==> config.mk <==
export PLATFORM = sky130hd
export DESIGN_NAME = aes_axis_out_downsizer
export DESIGN_NICKNAME = d
export VERILOG_FILES = /design/src/rtl/aes_axis_out_downsizer.sv
export SDC_FILE = /design/constraint.sdc
export NUM_CORES = 1
export LEC_CHECK = 0
export ABC_AREA = 0
export CORE_UTILIZATION = 40
export CTS_CLUSTER_SIZE = 30
export DETAILED_ROUTE_END_ITERATION = 12
export HOLD_SLACK_MARGIN = 0.08
export SYNTH_ARGS = -nofsm -noshare
export SYNTH_HDL_FRONTEND = slang
export SYNTH_SLANG_ARGS = --single-unit
==> constraint.sdc <==
create_clock -name clk -period 5.45 [get_ports clk]
set_input_delay 1.09 -clock clk [delete_from_list [all_inputs] [get_ports clk]]
set_output_delay 1.09 -clock clk [all_outputs]
set_load 0.02 [all_outputs]
==> src/rtl/aes_axis_out_downsizer.sv <==
// aes_axis_out_downsizer
// Buffers whole 128-bit AES-CTR output blocks in a small FIFO and serializes
// each block into narrow words, most-significant word first. The block's tlast
// is placed on its final word only.
// Optional statistics outputs are enabled by defining AES_DOWNSIZER_STATS_EN.

module aes_axis_out_downsizer #(
    parameter int DATA_IN_W  = 128,
    parameter int DATA_OUT_W = 32,
    parameter int FIFO_DEPTH = 4
) (
    input  logic                  clk,
    input  logic                  rst,
    output logic                  s_axis_tready,
    input  logic                  s_axis_tvalid,
    input  logic                  s_axis_tlast,
    input  logic [DATA_IN_W-1:0]  s_axis_tdata,
    input  logic                  m_axis_tready,
    output logic                  m_axis_tvalid,
    output logic                  m_axis_tlast,
    output logic [DATA_OUT_W-1:0] m_axis_tdata
`ifdef AES_DOWNSIZER_STATS_EN
    ,
    output logic [31:0]                   blocks_out,
    output logic [31:0]                   frames_out,
    output logic [$clog2(FIFO_DEPTH):0]   max_fill
`endif
);

    localparam int R     = DATA_IN_W / DATA_OUT_W;
    localparam int IDX_W = (R > 1) ? $clog2(R) : 1;
    localparam int PTR_W = $clog2(FIFO_DEPTH);
    localparam int CNT_W = PTR_W + 1;
    localparam logic [IDX_W-1:0] LAST_IDX = IDX_W'(R - 1);
    localparam logic [CNT_W-1:0] FULL_CNT = CNT_W'(FIFO_DEPTH);

    typedef enum logic [0:0] {
        ST_EMPTY = 1'b0,
        ST_SEND  = 1'b1
    } state_t;

    state_t state, state_next;

    logic [DATA_IN_W-1:0]  mem_data [FIFO_DEPTH];
    logic                  mem_last [FIFO_DEPTH];
    logic [PTR_W-1:0]      wr_ptr;
    logic [PTR_W-1:0]      rd_ptr;
    logic [CNT_W-1:0]      count;
    logic [IDX_W-1:0]      idx;
    logic [IDX_W-1:0]      idx_next;
    logic [DATA_IN_W-1:0]  out_data;
    logic                  out_last;
    logic                  push;
    logic                  pop;
    logic                  fifo_nonempty;
    logic [DATA_OUT_W-1:0] cur_word;

    // Ready depends only on the registered count, so a same-cycle pop never frees a slot early.
    assign s_axis_tready = ~rst & (count != FULL_CNT);
    assign push          = s_axis_tvalid & s_axis_tready;
    assign fifo_nonempty = (count != {CNT_W{1'b0}});

    assign m_axis_tvalid = (state == ST_SEND);
    assign m_axis_tlast  = (state == ST_SEND) & out_last & (idx == LAST_IDX);
    assign m_axis_tdata  = cur_word;

    // Select the current output word from the held block, word 0 at the top bits.
    always_comb begin
        cur_word = {DATA_OUT_W{1'b0}};
        for (int i = 0; i < R; i++) begin
            cur_word = (idx == IDX_W'(i)) ? out_data[DATA_IN_W-1-i*DATA_OUT_W -: DATA_OUT_W] : cur_word;
        end
    end

    // Output-stage next state: load a block when idle, advance words, refill with no bubble.
    always_comb begin
        state_next = state;
        idx_next   = idx;
        pop        = 1'b0;
        case (state)
            ST_EMPTY: begin
                if (fifo_nonempty) begin
                    pop        = 1'b1;
                    idx_next   = {IDX_W{1'b0}};
                    state_next = ST_SEND;
                end else begin
                    state_next = ST_EMPTY;
                end
            end
            ST_SEND: begin
                if (m_axis_tready) begin
                    if (idx == LAST_IDX) begin
                        if (fifo_nonempty) begin
                            pop      = 1'b1;
                            idx_next = {IDX_W{1'b0}};
                        end else begin
                            state_next = ST_EMPTY;
                        end
                    end else begin
                        idx_next = idx + IDX_W'(1);
                    end
                end else begin
                    idx_next = idx;
                end
            end
            default: begin
                state_next = ST_EMPTY;
                idx_next   = {IDX_W{1'b0}};
            end
        endcase
    end

    // Block storage; contents are qualified by the pointers, so no reset is needed.
    always_ff @(posedge clk) begin
        if (push) begin
            mem_data[wr_ptr] <= s_axis_tdata;
            mem_last[wr_ptr] <= s_axis_tlast;
        end
    end

    // FIFO pointers and occupancy count.
    always_ff @(posedge clk or posedge rst) begin
        if (rst) begin
            wr_ptr <= {PTR_W{1'b0}};
            rd_ptr <= {PTR_W{1'b0}};
            count  <= {CNT_W{1'b0}};
        end else begin
            if (push) begin
                wr_ptr <= wr_ptr + PTR_W'(1);
            end
            if (pop) begin
                rd_ptr <= rd_ptr + PTR_W'(1);
            end
            case ({push, pop})
                2'b10:   count <= count + CNT_W'(1);
                2'b01:   count <= count - CNT_W'(1);
                default: count <= count;
            endcase
        end
    end

    // Output stage state, word index and held block.
    always_ff @(posedge clk or posedge rst) begin
        if (rst) begin
            state    <= ST_EMPTY;
            idx      <= {IDX_W{1'b0}};
            out_data <= {DATA_IN_W{1'b0}};
            out_last <= 1'b0;
        end else begin
            state <= state_next;
            idx   <= idx_next;
            if (pop) begin
                out_data <= mem_data[rd_ptr];
                out_last <= mem_last[rd_ptr];
            end
        end
    end

`ifdef AES_DOWNSIZER_STATS_EN
    // Block/frame counters (wrap naturally) and FIFO high-water mark.
    always_ff @(posedge clk or posedge rst) begin
        if (rst) begin
            blocks_out <= 32'd0;
            frames_out <= 32'd0;
            max_fill   <= {CNT_W{1'b0}};
        end else begin
            if (m_axis_tvalid && m_axis_tready && (idx == LAST_IDX)) begin
                blocks_out <= blocks_out + 32'd1;
            end
            if (m_axis_tvalid && m_axis_tready && m_axis_tlast) begin
                frames_out <= frames_out + 32'd1;
            end
            if (count > max_fill) begin
                max_fill <= count;
            end
        end
    end
`endif

endmodule

==> impl_metrics.csv, run 1 <==
group,metric,value,unit
grt,grt_pass1_wl,88200,um
synthesis,ys_ff_latch,655,
grt,grt_usage,19.1,%
worst_hold_path,hold_class,"flop to flop",
layout,regArea,19000,um^2
critical_path,r2r_end,"out_data[100]",
critical_path,r2r_start,"idx[1]",
critical_path,ff2ff_setup_slack,1.94,ns
grt,grt_pass1_vias,13000,
layout,multi_input_area,5790,um^2
clock_tree,cts-buffers-inserted,69,
drt,routed-via-count,12300,
synthesis,synth_top_cell_area_share,61.4,%
layout,syn_to_final_growth,19.4,%
power,design_power_total,16.6,mW
critical_path,reg2reg_depth,6,
power,pwr-share-comb,30.3,%
sta,slew_violations,0,
layout,final_common_cell,"edfxtp_1",
critical_path,worstSetupPathType,"flop to output pin",
critical_path,cp.required,4.36,ns
sta,fin_crit_sh,88.3,%
power,p_seq_share,41.7,%
synthesis,synth_fp_nets,1406,
drt,postRouteAntennaNets,0,
floorplanning,die_area,64100,um^2
sta,tns,0,ns
job,cap_violations,0,
synthesis,yosysUniqueCellTypes,29,
outcome,status,"complete, no violations",
sta,fin_skew,0.0270,ns
layout,nFillCells,5109,
drt,drt_iter0_drc,1023,
grt,grt_max_degree,131,
grt,antenna_found_initial,13,
drt,wire_per_inst,25.4,um
grt,gr-total-overflow,0,
worst_hold_path,worstHoldPathCells,1,
synthesis,syn_inst,1263,
layout,final_layout_size_suffix_gt1_share,24.4,%
placement,hpwl,36000,um
floorplanning,die-width,253,um
drt,viasPerCell,5.28,
layout,stdcell_count,2339,
clock_tree,htree_levels,3,
drt,drcViolationCount,0,
drt,drt-total-wl,59500,um
power,p_per_area,550,nW/um^2
worst_hold_path,hp-start,"out_data[97]",
synthesis,synth.area.top_cells,"edfxtp_1 61%, dfrtp_1 14%, mux4_2 12%",
synthesis,yosysWarnings,0,
floorplanning,die_h,253,um
sta,rsz0062_at_grt,"no",
layout,fin_area,30200,um^2
synthesis,synth_area,25300,um^2
clock_tree,cts_setup_buffers,0,
sta,finalHoldViolCount,0,
placement,dp_cells,2208,
sta,max_slew_margin,23.0,%
power,leakage,10.3,nW
placement,numPortBuffers,167,
layout,layout_common_cells,"516 x edfxtp_1, 167 x clkdlybuf4s50_1, 137 x dfrtp_1",
critical_path,cp_max_fo,32,
worst_hold_path,holdPathEnd,"out_data[97]",
floorplanning,core-area,62100,um^2
sta,worst_slew_pin_slew,1.15,ns
critical_path,start_kind,"flop",
synthesis,seq_area_frac_synth,75.1,%
synthesis,avgSynthCellArea,20.0,um^2
sta,max_freq,208,MHz
sta,setup_ws,0.637,ns
sta,finalCriticalPeriod,4.81,ns
placement,globalplace.congestion,0.760,
critical_path,end_kind,"output pin",
placement,place_area,27900,um^2
clock_tree,ctsHoldBuffers,0,
power,switchingPower,5.06,mW
floorplanning,initial_utilization,40.7,%
drt,drtPass1Iterations,5,
power,clkPwrFrac,28.0,%
sta,finalSetupViolCount,0,
power,p_int,11.5,mW
synthesis,post-synth-top-area-cell,"edfxtp_1",
clock_tree,tritoncts,"done",
floorplanning,io_pins,168,
placement,place_ws,1.44,ns
clock_tree,path_clk_slew,0.06,ns
critical_path,crit_arrival,3.72,ns
clock_tree,post_cts_resized,0,
clock_tree,cts-root-buf,"clkbuf_16",
clock_tree,clk_latency,0.61,ns
power,vdd_ir_drop_max,0.312,mV
power,swShare,30.5,%
clock_tree,clockBufferDepth,3,
clock_tree,cts.sinks,655,
layout,nets,1585,
floorplanning,rows,91,
-- power by group through the flow --
stage | Clock (mW) | Sequential [mW] | Combinational [mW]
floorplan | 0 | 6.76 | 3.46
global placement | 0 | 7.00 | 5.08
detailed placement | 0 | 7.02 | 5.12
CTS | 4.76 | 6.93 | 5.13
global route | 4.93 | 7.01 | 5.39
finish | 4.64 | 6.93 | 5.03
-- worst max-delay path by stage --
stage,startpoint,endpoint,depth (start not counted)
floorplan,s_axis_tvalid,mem_data[2][0],3
global placement,idx[0],m_axis_tdata[26],6
detailed placement,idx[0],m_axis_tdata[24],6
CTS,idx[0],m_axis_tdata[24],6
global route,idx[0],m_axis_tdata[24],6
finish,idx[0],m_axis_tdata[23],6
-- flip-flops by register name, summed over array words and instances (netlist names) --
register,count
mem_last,4
mem_data,512
rd_ptr,2
idx,2
out_last,1
out_data,128
wr_ptr,2
count,3
m_axis_tvalid,1
-- Yosys cell counts (all sizes together) --
| library cell | instances |
|---|---|
| edfxtp | 516 |
| dfrtp | 139 |
| mux4 | 129 |
| mux2 | 98 |
| a21oi | 66 |
| o21ai | 64 |
| inv | 44 |
| buf | 42 |
| a22o | 34 |
| clkbuf | 34 |
| nand3 | 33 |
| nand2 | 32 |
| ha | 9 |
| and2 | 5 |
| xnor2 | 3 |
| xor2 | 3 |
| mux2i | 2 |
| nand2b | 2 |
| nor2 | 2 |
| a211oi | 1 |
| a21bo | 1 |
| and3 | 1 |
| fa | 1 |
| o22ai | 1 |
| or3 | 1 |
-- cells by family (layout without fill, tap and decap cells) --
kind of cell | Yosys count | count (layout) | share of synthesized area, %
buf+inv | 120 | 354 | 2.12
simple gates | 76 | 76 | 1.39
flops | 655 | 655 | 75.1
xor+xnor | 6 | 6 | 0.208
fa+ha+maj | 10 | 10 | 0.525
mux | 229 | 229 | 16.8
other cells | 0 | 5 | 0
compound gates | 167 | 167 | 3.85
-- critical path, cell delays in order, from the launching register on --
cell and delay [ns]:
dfrtp_1 0.44, inv_1 0.20, ha_2 0.73, nand2_1 0.12, o21ai_0 0.71, a22o_1 0.27
clkdlybuf4s50_1 0.61
-- routing by layer --
metal / part of all wire (%) / routed length, um / vias to the layer above / global-route usage (%)
met5: 0.12 / 69 / - / 0
met4: 3.0 / 1810 / 12 / 6.67
met3: 6.1 / 3660 / 94 / 5.41
met2: 49 / 29200 / 326 / 30.7
met1: 42 / 24700 / 6521 / 24.8
li1: - / - / 5388 / -
-- through the flow --
step | utilization [%] | hold slack (ns)
floorplan | - | 0.473
finish | 48.6 | 0.511
detailed placement | 44.9 | 0.495
CTS | 48.6 | 0.514
global route | 48.6 | 0.525
global placement | 44.9 | 0.483
-- layout make-up --
type	instances	share of cell area [%]
antenna	5	0.0415
clock buffer	94	6.51
clock inverter	32	0.967
inverter	44	0.564
multi-input combinational	488	19.2
sequential	655	62.9
tap	837	3.47
timing repair buffer	184	6.30
Power figures use the tool's default switching activity.
==> inputs of run 2 (changes only) <==
MAX_ROUTING_LAYER = met4   (was unset)
RECOVER_POWER = 25   (was unset)
clock period = 4.2 ns   (was 5.45 ns; I/O delays follow)
==> run 2 against run 1 <==
Compared with the run above:
- total power increased by 31%
- clock power increased by 32%
- setup slack got worse by 0.50 ns
- flip-flop and latch count unchanged
- register-to-register slack got worse by 0.75 ns
- first-iteration DRC count decreased by 14%
==> impl_metrics.csv, run 2 (same netlist as run 1, synthesis figures left out) <==
group,metric,value,unit
critical_path,cp_max_fo,20,
layout,largest_register_ffs,512,
layout,nets,1603,
sta,tns,0,ns
worst_hold_path,hold_class,"flop to flop",
power,leakage,10.5,nW
drt,viasPerCell,5.27,
drt,postRouteAntennaNets,0,
power,vdd_ir_drop_max,0.315,mV
sta,finalHoldViolCount,0,
placement,place_ws,0.702,ns
grt,grt_pass1_wl,88600,um
drt,routed-via-count,12500,
grt,gr-total-overflow,0,
clock_tree,path_clk_slew,0.06,ns
critical_path,end_kind,"output pin",
sta,max_freq,246,MHz
drt,drt-total-wl,60300,um
placement,place_area,28100,um^2
sta,worst_slew_pin_slew,0.851,ns
layout,final_layout_size_suffix_gt1_share,25.0,%
power,design_power_total,21.7,mW
floorplanning,die_area,64100,um^2
clock_tree,post_cts_resized,0,
sta,fin_skew,0.0234,ns
grt,grt_usage,20.0,%
critical_path,start_kind,"flop",
clock_tree,cts_setup_buffers,0,
clock_tree,htree_levels,3,
sta,slew_violations,0,
clock_tree,tritoncts,"done",
outcome,status,"complete, no violations",
floorplanning,io_pins,168,
drt,drt_iter0_drc,882,
sta,finalSetupViolCount,0,
critical_path,cp.required,3.36,ns
worst_hold_path,worstHoldPathCells,1,
placement,numPortBuffers,167,
floorplanning,die-width,253,um
floorplanning,die_h,253,um
layout,utilization,49.1,%
grt,grt_max_degree,79,
clock_tree,cts.sinks,655,
grt,antenna_found_initial,28,
layout,stdcell_count,2369,
placement,hpwl,38800,um
clock_tree,clk_latency,0.61,ns
grt,grt_pass1_vias,12900,
layout,fin_area,30500,um^2
layout,top_register,"mem_data",
layout,reg.largest.list,"mem_data x512, out_data x128, mem_last x4",
critical_path,worstSetupPathType,"flop to output pin",
floorplanning,rows,91,
drt,drtPass1Iterations,5,
sta,whs,0.512,ns
drt,drcViolationCount,0,
critical_path,reg2reg_depth,10,
clock_tree,cts-root-buf,"clkbuf_16",
job,cap_violations,0,
sta,setup_ws,0.140,ns
floorplanning,core-area,62100,um^2
placement,globalplace.congestion,0.832,
clock_tree,ctsHoldBuffers,0,
layout,syn_to_final_growth,20.7,%
clock_tree,clockBufferDepth,3,
sta,max_slew_margin,43.1,%
drt,wire_per_inst,25.5,um
clock_tree,cts-buffers-inserted,71,
placement,dp_cells,2224,
sta,rsz0062_at_grt,"no",
sta,fin_crit_sh,96.7,%
layout,layout_common_cells,"516 x edfxtp_1, 137 x dfrtp_1, 129 x mux4_2",
layout,final_common_cell,"edfxtp_1",
floorplanning,initial_utilization,40.7,%
critical_path,crit_arrival,3.22,ns
sta,finalCriticalPeriod,4.06,ns
critical_path,ff2ff_setup_slack,1.19,ns
power,p_per_area,712,nW/um^2
-- run 2: worst max-delay path, stage by stage, from the launching register on --
cell and delay, ns:
dfrtp_1 0.45, inv_1 0.22, ha_4 0.36, nand2_1 0.08, o21ai_0 0.64, a22o_1 0.26
clkdlybuf4s50_1 0.61
-- run 2: path summary, 6_finish.rpt --
check,from,endpoint
max,idx[0],m_axis_tdata[24]
min,count[0],count[0]
max reg2reg,idx[0],count[2]
min reg2reg,count[0],count[0]
max in group asynchronous,rst,rd_ptr[1]
min in group asynchronous,rst,out_data[53]
-- run 2: report_power, final --
group	switching (mW)	leakage (nW)	total, mW	internal (mW)
Clock	2.48	1.13	6.13	3.64
Combinational	3.22	2.99	6.43	3.22
Sequential	0.870	6.33	9.14	8.28
Total	6.57	10.5	21.7	15.1
-- run 2: layout make-up --
type,count,area (um^2)
fillers,5038,31600
flip-flops and latches,655,19000
multi-input cells,488,5800
repair buffers,200,2130
clock buffers,99,2040
well taps,837,1050
clock inverters,31,279
inverters,44,169
diodes,15,37.5
-- run 2: routing by layer --
metal  up-vias  wire, um  GRT usage, %
li1       5438         -             -
met1      6550     25000          25.6
met2       368     29500          31.3
met5         -         0             -
met4         0      2010          6.49
met3       128      3820          4.93
